## src/rtl/servo_pkg.sv

```systemverilog
// servo_pkg: debounce state encoding, default rates and divisor sizing helper
package servo_pkg;
    typedef enum logic [2:0] {IDLE, WAIT_PRESS, PRESSED, HELD, WAIT_RELEASE} db_state_t;
    localparam int DEF_CLK_HZ  = 50_000_000;
    localparam int DEF_FAST_HZ = 10_000;
    localparam int DEF_SLOW_HZ = 10;
    function automatic int div_w(input int div);
        return (div > 1) ? $clog2(div) : 1;
    endfunction
endpackage

```

## src/rtl/debounce_fsm.sv

```systemverilog
// debounce_fsm: 2-flop synchronizer plus stable-time debouncer giving one press strobe
module debounce_fsm
    import servo_pkg::*;
#(
    parameter int N = 1_000_000
) (
    input  logic clk,
    input  logic rst,
    input  logic raw_in,
    output logic press
);
    localparam int CW = div_w(N);
    localparam logic [CW-1:0] CNT_MAX = CW'(N - 1);

    logic          sync1_q, sync2_q;
    db_state_t     state_q, state_d;
    logic [CW-1:0] cnt_q, cnt_d;

    always_ff @(posedge clk or posedge rst) begin
        if (rst) begin
            sync1_q <= 1'b0;
            sync2_q <= 1'b0;
            state_q <= IDLE;
            cnt_q   <= '0;
        end else begin
            sync1_q <= raw_in;
            sync2_q <= sync1_q;
            state_q <= state_d;
            cnt_q   <= cnt_d;
        end
    end

    // the count is only meaningful in the two WAIT states; elsewhere it free-runs harmlessly
    always_comb begin
        state_d = state_q;
        cnt_d   = cnt_q + CW'(1);
        case (state_q)
            IDLE: if (sync2_q) begin
                state_d = WAIT_PRESS;
                cnt_d   = '0;
            end
            WAIT_PRESS: state_d = !sync2_q ? IDLE : (cnt_q == CNT_MAX) ? PRESSED : WAIT_PRESS;
            PRESSED: state_d = HELD;
            HELD: if (!sync2_q) begin
                state_d = WAIT_RELEASE;
                cnt_d   = '0;
            end
            WAIT_RELEASE: state_d = sync2_q ? HELD : (cnt_q == CNT_MAX) ? IDLE : WAIT_RELEASE;
            default: state_d = IDLE;
        endcase
    end

    assign press = (state_q == PRESSED);
endmodule

```

## src/rtl/servo_input_cond.sv

```systemverilog
// servo_input_cond: phase-aligned tick dividers and debounced speed/enable controls
module servo_input_cond
    import servo_pkg::*;
#(
    parameter int CLK_HZ      = DEF_CLK_HZ,
    parameter int FAST_HZ     = DEF_FAST_HZ,
    parameter int SLOW_HZ     = DEF_SLOW_HZ,
    parameter int DEBOUNCE_MS = 20,
    parameter int SPEED_W     = 3
) (
    input  logic               clk,
    input  logic               rst,
    input  logic               btn_vel_raw,
    input  logic               btn_en_raw,
    output logic               tick_fast,
    output logic               tick_slow,
    output logic               vel_pulse,
    output logic [SPEED_W-1:0] speed,
    output logic               enable
);
    localparam int DIV_FAST = CLK_HZ / FAST_HZ;
    localparam int DIV_SLOW = FAST_HZ / SLOW_HZ;
    localparam int DB_N     = (CLK_HZ / 1000) * DEBOUNCE_MS;
    localparam int FW       = div_w(DIV_FAST);
    localparam int SW       = div_w(DIV_SLOW);
    localparam logic [FW-1:0] FAST_MAX = FW'(DIV_FAST - 1);
    localparam logic [SW-1:0] SLOW_MAX = SW'(DIV_SLOW - 1);

    logic [FW-1:0]      fast_cnt_q, fast_cnt_d;
    logic [SW-1:0]      slow_cnt_q, slow_cnt_d;
    logic               tick_fast_q, tick_fast_d, tick_slow_q, tick_slow_d;
    logic               vel_pulse_q, vel_pulse_d, enable_q, enable_d;
    logic [SPEED_W-1:0] speed_q, speed_d;
    logic               vel_press, en_press, fast_wrap, slow_wrap;

    debounce_fsm #(.N(DB_N)) u_vel (.clk(clk), .rst(rst), .raw_in(btn_vel_raw), .press(vel_press));
    debounce_fsm #(.N(DB_N)) u_en  (.clk(clk), .rst(rst), .raw_in(btn_en_raw),  .press(en_press));

    // slow counter steps on the same wrap that raises tick_fast, so tick_slow always lands on one
    always_comb begin
        fast_wrap   = (fast_cnt_q == FAST_MAX);
        slow_wrap   = fast_wrap && (slow_cnt_q == SLOW_MAX);
        fast_cnt_d  = fast_wrap ? '0 : fast_cnt_q + FW'(1);
        slow_cnt_d  = slow_wrap ? '0 : fast_wrap ? slow_cnt_q + SW'(1) : slow_cnt_q;
        tick_fast_d = fast_wrap;
        tick_slow_d = slow_wrap;
        vel_pulse_d = vel_press;
        speed_d     = speed_q + SPEED_W'(vel_press);
        enable_d    = enable_q ^ en_press;
    end

    always_ff @(posedge clk or posedge rst) begin
        if (rst) begin
            fast_cnt_q  <= '0;
            slow_cnt_q  <= '0;
            tick_fast_q <= 1'b0;
            tick_slow_q <= 1'b0;
            vel_pulse_q <= 1'b0;
            speed_q     <= '0;
            enable_q    <= 1'b0;
        end else begin
            fast_cnt_q  <= fast_cnt_d;
            slow_cnt_q  <= slow_cnt_d;
            tick_fast_q <= tick_fast_d;
            tick_slow_q <= tick_slow_d;
            vel_pulse_q <= vel_pulse_d;
            speed_q     <= speed_d;
            enable_q    <= enable_d;
        end
    end

    assign tick_fast = tick_fast_q;
    assign tick_slow = tick_slow_q;
    assign vel_pulse = vel_pulse_q;
    assign speed     = speed_q;
    assign enable    = enable_q;
endmodule
```

## config.mk

```make
export PLATFORM = sky130hd
export DESIGN_NAME = servo_input_cond
export DESIGN_NICKNAME = d
export VERILOG_FILES = /design/src/rtl/servo_pkg.sv /design/src/rtl/debounce_fsm.sv /design/src/rtl/servo_input_cond.sv
export SDC_FILE = /design/constraint.sdc
export NUM_CORES = 1
export LEC_CHECK = 0
export CAP_MARGIN = 20
export CORE_ASPECT_RATIO = 1.5
export CORE_MARGIN = 5
export CORE_UTILIZATION = 28
export DETAILED_ROUTE_END_ITERATION = 16
export SLEW_MARGIN = 5
export SYNTH_ARGS = -nofsm -noshare
export SYNTH_HDL_FRONTEND = slang
export SYNTH_HIERARCHICAL = 1
export SYNTH_SLANG_ARGS = --single-unit
```

## constraint.sdc

```tcl
create_clock -name clk -period 2.6 [get_ports clk]
set_input_delay 0.52 -clock clk [delete_from_list [all_inputs] [get_ports clk]]
set_output_delay 0.52 -clock clk [all_outputs]
set_load 0.005 [all_outputs]
```

-- Word level (Yosys, flattened, before mapping)
Cells that the tools add are included.
- register bits after elaboration: 80
- input port bits: 4
- add/sub/neg operators: 5
- equality and inequality tests: 16
- multiplexer cells: 23
- bitwise operators: 1
- reductions and logical operators: 6
- operators by type and width (kind ; number):
    2-to-1 mux 20 bit ; 4
    case mux 20 bit (2 select lines) ; 2
    adder 20 x 1 -> 20 bit, second input constant ; 2
    == test 20 bit, second input constant ; 2
    2-to-1 mux 3 bit ; 10
    case mux 3 bit (5 select lines) ; 2
    2-to-1 mux 10 bit ; 2
    adder 13 x 1 -> 13 bit, second input constant ; 1
    == test 13 bit, second input constant ; 1
    2-to-1 mux 13 bit ; 1
    == test 3 x 2 -> 1 bit, second input constant ; 4
    adder 10 x 1 -> 10 bit, second input constant ; 1
    == test 10 bit, second input constant ; 1
    == test 3 x 1 -> 1 bit, second input constant ; 2
    == test 3 bit, second input constant ; 2
    zero test 3 bit ; 2
    2-to-1 mux 2 bit ; 2
    != test 2 x 1 -> 1 bit, second input constant ; 2
    != test 2 bit, second input constant ; 2
    AND reduction 2 bit ; 2
    adder 3 x 1 -> 3 bit ; 1
    nonzero test 2 bit ; 1
    logical AND 1 bit ; 1
    XOR 1 bit ; 1

-- Depth between registers and ports, before layout
Gate-level depths: netlist (run 1).
- depth after elaboration: 4
- mapped depth: 7

-- By module
The synthesis (run 1) kept the hierarchy.
- modules (own cells, without submodules) (module ; times used ; cells an instance ; area an instance (um^2) ; sequential area each (um^2)):
    servo_input_cond ; 1 ; 127 ; 1381.3 ; 750.7
    debounce_fsm (u_en) ; 1 ; 124 ; 1229.9 ; 625.6
    debounce_fsm (u_vel) ; 1 ; 124 ; 1221.2 ; 625.6

-- Least setup slack after synthesis (run 1)
OpenSTA, ideal clock, no wires.
- kind: reg2reg
- start point: reg u_vel.state_q[1]
- end point: reg u_vel.cnt_q[15]
- setup time: 120 ps
- arrival: 1586 ps
- data required time: 2480 ps
- setup slack: 894 ps
- cell stages (with the launch flop): 6
- buffers on the path: 1
- path through: dfrtp_1 > or3b_2 > a21oi_1 > buf_2 > nor2_1 > a31o_2
- longest elaborated chain between the ends: 2
- elaborated cells between the ends (all ways): 3
- classes of those cells: 1 x eq/ne; 1 x mux; 1 x reduce/logical
- RTL lines (item ; line ; RTL):
    from (decl) ; debounce_fsm.sv:16 ; db_state_t state_q, state_d;
    from (signal assigned) ; debounce_fsm.sv:28 ; state_q <= state_d;
    == test 3 x 2 -> 1 bit / zero test 3 bit (equally long branches) ; debounce_fsm.sv:37 ; case (state_q)
    case mux 20 bit (2 select lines) (*) ; debounce_fsm.sv:37 ;
    via u_vel.cnt_d[15] ; debounce_fsm.sv:17 ; logic [CW-1:0] cnt_q, cnt_d;
    to (signal assigned) ; debounce_fsm.sv:29 ; cnt_q <= cnt_d;
    to (decl) ; debounce_fsm.sv:17 ;
Mark *: on every way through the listed nets, which the timed path passes. The rest lies on a longest branch.
A chain may end at the register's enable or synchronous reset.

-- Final worst setup path (run 1)
- start point: reg u_en.cnt_q[4]
- end point: reg u_en.cnt_q[19]
- longest elaborated chain between the ends: 3
- elaborated cells between the ends (all ways): 4
- classes of those cells: 1 x add/sub; 3 x mux
- RTL lines (item ; line ; RTL):
    from (decl) ; debounce_fsm.sv:17 ;
    from (signal assigned) ; debounce_fsm.sv:29 ;
    adder 20 x 1 -> 20 bit (*) ; debounce_fsm.sv:36 ; cnt_d = cnt_q + CW'(1);
    2-to-1 mux 20 bit, on equally long branches ; debounce_fsm.sv:44, debounce_fsm.sv:38 ;
    case mux 20 bit (2 select lines) (*) ; debounce_fsm.sv:37 ;
    via u_en.cnt_d[19] ; debounce_fsm.sv:17 ;
Marks and branches as above.

==> results.ini, run 1 <==
[run_status]
outcome=finished, final reports clean

[clock_network]
ctsHoldBuffers=0
cts-root-buf=clkbuf_16
cts_buffers=9
htree_num_levels=3
clkLatencyLatePin_ps=340
cts_setup_buffers=0
cts.sinks=80
cts.repair.resized=0
cts_buffer_depth=2
cts_tree=yes
clk_pin_slew_ps=60

[synthesis]
synth_top_area_share_pct=52.2
synth_most_common_cell=dfrtp_1
synthTopCellsByCount=dfrtp_1, nor2_1, nand3_1
synth_cell_types=51
syn_area_per_cell_um2=10.2
synth_ff_type=dfrtp_1
syn_area_mm2=0.00383
synth_top_area_cell=dfrtp_1
ys_seq_area_share_pct=52.2
synth_nets=385
syn_inst=375
yosysWarnings=6
synth_edf_count=0
yosys_register_bits=80
async_reset_ff_share_pct=100
synth.area.top_cells=dfrtp_1, xnor2_1, nor2_1, xor2_1, nand3_1

[detailed_routing]
num_vias=2722
drtIter0Drc=137
drc=0
first_pass_iters=4
drtAntennaViolNets=0
wl_per_cell_um=12.6
vias_per_cell=4.87
wl_um=7020

[flow_run]
cap_violations=0

[timing]
rsz0062_at_grt=no
min_period_ps=2020
finalMaxSlewViolations=0
worst_clock_skew_ps=7.20
fin_tns_setup_ps=0
setup_viol=0
fmax_mhz=496
hold_viol=0
fin_crit_sh_pct=77.6
slew_headroom_pct=70.2
worst_pin_slew_ps=443

[setup_path]
r2r-start=u_en/cnt_q[4]
arrival_ps=2280
timing.rr.end=u_en/cnt_q[19]
cp-end-kind=flip-flop
r2r_cells=4
cp_max_fo=11
startpoint_type=flip-flop
worstSetupPathType=reg2reg
worstPathRequired_ps=2860
reg2reg_setup_slack_ps=580

[hold_path]
worstHoldPathCells=0
hp-start=u_vel/sync1_q
min_to=u_vel/sync2_q
hold_class=reg2reg

[global_route]
antenna_found_initial=0
grt_overflow=0
grt_pass1_vias=2754
track_usage_pct=9.53
grt_first_pass_wirelength_um=12500
grt_max_degree=31

[floorplanning]
pin_count=11
rows=52
core-area_mm2=0.0135
start_util_pct=28.5
die-width_um=106
dieArea_mm2=0.0162
fp.dieH_um=153

[placement]
hpwlAfterDp_um=4930
io_buffers=10
gp_congestion=0.790
placed_cell_area_mm2=0.00412

[final_layout]
postLayoutCellArea_mm2=0.00448
drive_above_1_share_pct=11.3
syn_to_final_growth_pct=16.8
layout.nets=402
diodes=0

[pwr]
irDropWorstVdd_mv=0.342
p_leak_nw=1.93
pwr_density_cell_mw_per_mm2=672

==> layout by cell type (no fill, tap or decap), types with 3 or more instances in the layout <==
master           netlist  final
dfrtp_1               80     80
nor4_1                11     11
nor2b_1                4      4
buf_4                  1      6
or3_1                  6      6
xnor2_1               23     23
bufinv_16              0      3
clkdlybuf4s50_1        0     10
nand4_1               15     15
nand3b_1               3      3
inv_1                 19     19
nand2_1               24     24
xor2_1                16     16
o211ai_1               3      3
nand4_2                4      4
a21oi_1               11     11
and3_1                 4      4
nor3_1                13     13
o21ai_0               12     12
clkbuf_16              0      9
nor2_1                44     44
nand3_1               25     25
ha_1                   6      6
or2_2                  3      3
==> flip-flops by register name (all words and copies together), names as in the netlist, 3 cells and up <==
register,count
u_en/cnt_q,20
fast_cnt_q,13
u_en/state_q,3
speed,3
u_vel/state_q,3
slow_cnt_q,10
u_vel/cnt_q,20
==> worst max-delay path, cell delays in order, from the launching register on <==
cell	delay, ps
dfrtp_1	420
nand4_1	370
or4_4	650
or3_1	360
a21oi_1	140
==> where the power goes <==
part	internal, mW	total (mW)	switching, mW
logic	0.0691	0.156	0.0870
clock network	0.968	1.47	0.502
registers	1.30	1.38	0.0779
==> cell type report <==
type,instances,area [um2]
fill,1322,8990
sequential,80,2000
multi-input combinational,266,1700
clock buffer,10,239
tap,162,203
timing repair buffer,16,145
clock inverter,6,115
inverter,19,71.3
==> per-layer routing <==
layer / share of wire [%] / GRT usage [%]
met5: 0 / 0
met4: 2.4 / 5.56
met3: 3.4 / 2.19
met2: 51 / 16.0
met1: 43 / 11.0
==> cells by family (layout without fill, tap and decap cells) <==
logic type               after synthesis  count (layout)  synth area share [%]
multiplexers                           4               4                  1.11
AND/OR/NAND/NOR                      174             174                  25.2
adder cells (fa/ha/maj)                6               6                  1.96
AO/OA/AOI/OAI                         43              43                  7.18
XOR/XNOR                              39              39                  8.91
flip-flops                            80              80                  52.2
buffers and inverters                 29              51                  3.36
==> worst max path at each step <==
stage / slack (ps) / cells past startpoint / endpoint / startpoint
CTS: 580 / 4 / u_en/cnt_q[19] / u_en/cnt_q[4]
global placement: 640 / 4 / u_en/cnt_q[19] / u_en/cnt_q[4]
detailed placement: 610 / 4 / u_en/cnt_q[19] / u_en/cnt_q[4]
finish: 580 / 4 / u_en/cnt_q[19] / u_en/cnt_q[4]
floorplan: 890 / 5 / u_vel/cnt_q[15] / u_vel/state_q[1]
global route: 470 / 4 / u_en/cnt_q[19] / u_en/cnt_q[4]
==> per-stage QoR <==
step           utilization (%)  power (mW)  std cells  hold WS, ps  setup slack [ps]
2_1_floorplan                -        1.51        375          331               894
3_3_place_gp              30.6        1.55        543          339               637
3_5_place_dp              30.6        1.56        543          340               606
4_1_cts                   33.2        3.06        559          353               584
5_1_grt                   33.2        3.14        559          367               468
6_report                  33.2        3.01        559          351               583
Note: power is estimated with default switching activity, not from simulation.
==> run 2, diff against run 1 <==
- clock period: 2.6 -> 1.9 ns (I/O delays scaled with it)
==> run 2 against run 1 <==
Against the previous run:
- register-to-register slack worse by 480 ps
- cell count up 2.5%
- combinational power up 46%
- flip-flop and latch count unchanged
- critical path type unchanged
- sequential power up 37%
- fmax up 12%
- clock-buffer cell count up 1
- critical endpoint is now u_vel/cnt_q[19]
- total power up 22%
==> results.ini, run 2 (same netlist as run 1, synthesis figures left out) <==
[floorplanning]
fp.dieH_um=153  ; unchanged
start_util_pct=28.5  ; unchanged
core-area_mm2=0.0135  ; unchanged
dieArea_mm2=0.0162  ; unchanged
rows=52  ; unchanged
pin_count=11  ; unchanged
die-width_um=106  ; unchanged

[timing]
fin_tns_setup_ps=0  ; unchanged
setup_viol=0  ; unchanged
fin_crit_sh_pct=94.5  ; +17 points
worst_pin_slew_ps=421  ; -21.7 ps
worst_clock_skew_ps=6.59  ; -0.612 ps
hold_slack_ps=350  ; -0.964 ps
hold_viol=0  ; unchanged
rsz0062_at_grt=no
finalMaxSlewViolations=0  ; unchanged
slew_headroom_pct=71.7  ; +1.5 points
min_period_ps=1800  ; -222 ps
fmax_mhz=557  ; +12%

[detailed_routing]
num_vias=2831  ; +4.0%
drtAntennaViolNets=0  ; unchanged
wl_per_cell_um=12.7  ; +1.1%
first_pass_iters=4  ; unchanged
wl_um=7280  ; +3.7%
vias_per_cell=4.94  ; +1.5%
drtIter0Drc=105  ; -23%
drc=0  ; unchanged

[final_layout]
fin_util_pct=33.5  ; +0.26 points
diodes=0  ; unchanged
layout.nets=416  ; +3.5%
layout_common_cells=dfrtp_1, nor2_1, nand3_1, nand2_1, xnor2_1
reg_top3=u_en/cnt_q x20, u_vel/cnt_q x20, fast_cnt_q x13
postLayoutCellArea_mm2=0.00451  ; +0.78%
syn_to_final_growth_pct=17.7
final_common_cell=dfrtp_1
drive_above_1_share_pct=14.6  ; +3.3 points

[clock_network]
clkLatencyLatePin_ps=340  ; about the same
cts_buffer_depth=2  ; unchanged
cts_tree=yes
cts_buffers=9  ; unchanged
ctsHoldBuffers=0  ; unchanged
cts.sinks=80  ; unchanged
htree_num_levels=3  ; unchanged
clk_pin_slew_ps=60  ; about the same
cts-root-buf=clkbuf_16

[run_status]
outcome=finished, final reports clean

[setup_path]
cp_max_fo=5  ; -6
reg2reg_setup_slack_ps=100  ; -480 ps
startpoint_type=flip-flop
arrival_ps=2050  ; -230 ps
worstSetupPathType=reg2reg
worstPathRequired_ps=2160  ; -700 ps
cp-end-kind=flip-flop

[hold_path]
hold_class=reg2reg

[pwr]
irDropWorstVdd_mv=0.379  ; +11%
p_leak_nw=1.95  ; +1.2%
pwr_density_cell_mw_per_mm2=814  ; +21%

[placement]
io_buffers=10  ; unchanged
hpwlAfterDp_um=5220  ; +5.9%
placed_cell_area_mm2=0.00422  ; +2.4%
gp_congestion=0.857  ; +8.5%

[global_route]
grt_max_degree=31  ; unchanged
grt_overflow=0  ; unchanged
grt_pass1_vias=2794  ; +1.5%
track_usage_pct=9.67  ; +0.15 points
grt_first_pass_wirelength_um=12700  ; +1.3%
antenna_found_initial=0  ; unchanged

[flow_run]
cap_violations=0  ; unchanged

## run 2: final timing paths
path | from | endpoint | cells past startpoint
worst max-delay path | u_vel/cnt_q[2] | u_vel/cnt_q[19] | 4
worst min-delay path | u_vel/sync1_q | u_vel/sync2_q | 0
worst max register to register | u_vel/cnt_q[2] | u_vel/cnt_q[19] | 4
worst min register to register | u_vel/sync1_q | u_vel/sync2_q | 0
max in group asynchronous | rst | fast_cnt_q[11] | 3
min in group asynchronous | rst | u_en/cnt_q[11] | 3
## run 2: worst max-delay path, stage by stage (launching register included)
cell	delay, ps
dfrtp_1	430
nand4_2	200
or4_4	580
or3_1	350
a21oi_1	150
## run 2: area by class of cell
| type | instances | area (um2) |
|---|---|---|
| inverter | 19 | 71.3 |
| multi-input combinational | 266 | 1720 |
| timing repair buffer | 30 | 250 |
| sequential | 80 | 2000 |
| tap | 162 | 203 |
| clock inverter | 5 | 33.8 |
| fill | 1330 | 8960 |
| clock buffer | 11 | 233 |
## run 2: metrics by stage
| stage | setup WS, ps | instances | power, mW |
|---|---|---|---|
| floorplan | 194 | 375 | 2.07 |
| global route | 2.01 | 573 | 3.85 |
| CTS | 76.7 | 572 | 3.74 |
| finish | 105 | 573 | 3.67 |
| global placement | 110 | 556 | 2.13 |
| detailed placement | 79.2 | 556 | 2.15 |
## run 2: timing repair
| item | in CTS | in global routing |
|---|---|---|
| setup buffers | 0 | 1 |
| setup endpoints to repair | 0 | 4 |
| gates resized for setup | 0 | 4 |
## run 2: layer usage
| layer | wire length [um] | vias to the layer above | GRT usage [%] |
|---|---|---|---|
| met5 | 0 | - | 0 |
| met4 | 228 | 0 | 6.11 |
| met3 | 164 | 16 | 2.03 |
| met2 | 3750 | 32 | 16.5 |
| met1 | 3130 | 1391 | 10.9 |
| li1 | - | 1392 | - |
## run 2: report_power, final
group	internal [mW]	leakage (nW)	switching (mW)
clock network	0.882	0.126	0.670
registers	1.79	1.08	0.109
logic	0.102	0.752	0.125
==> run 3, diff against run 2 <==
- SLEW_MARGIN: 5 -> 20
==> results of run 3 <==
The final DEF is identical to that of run 2; final timing and power are the same.
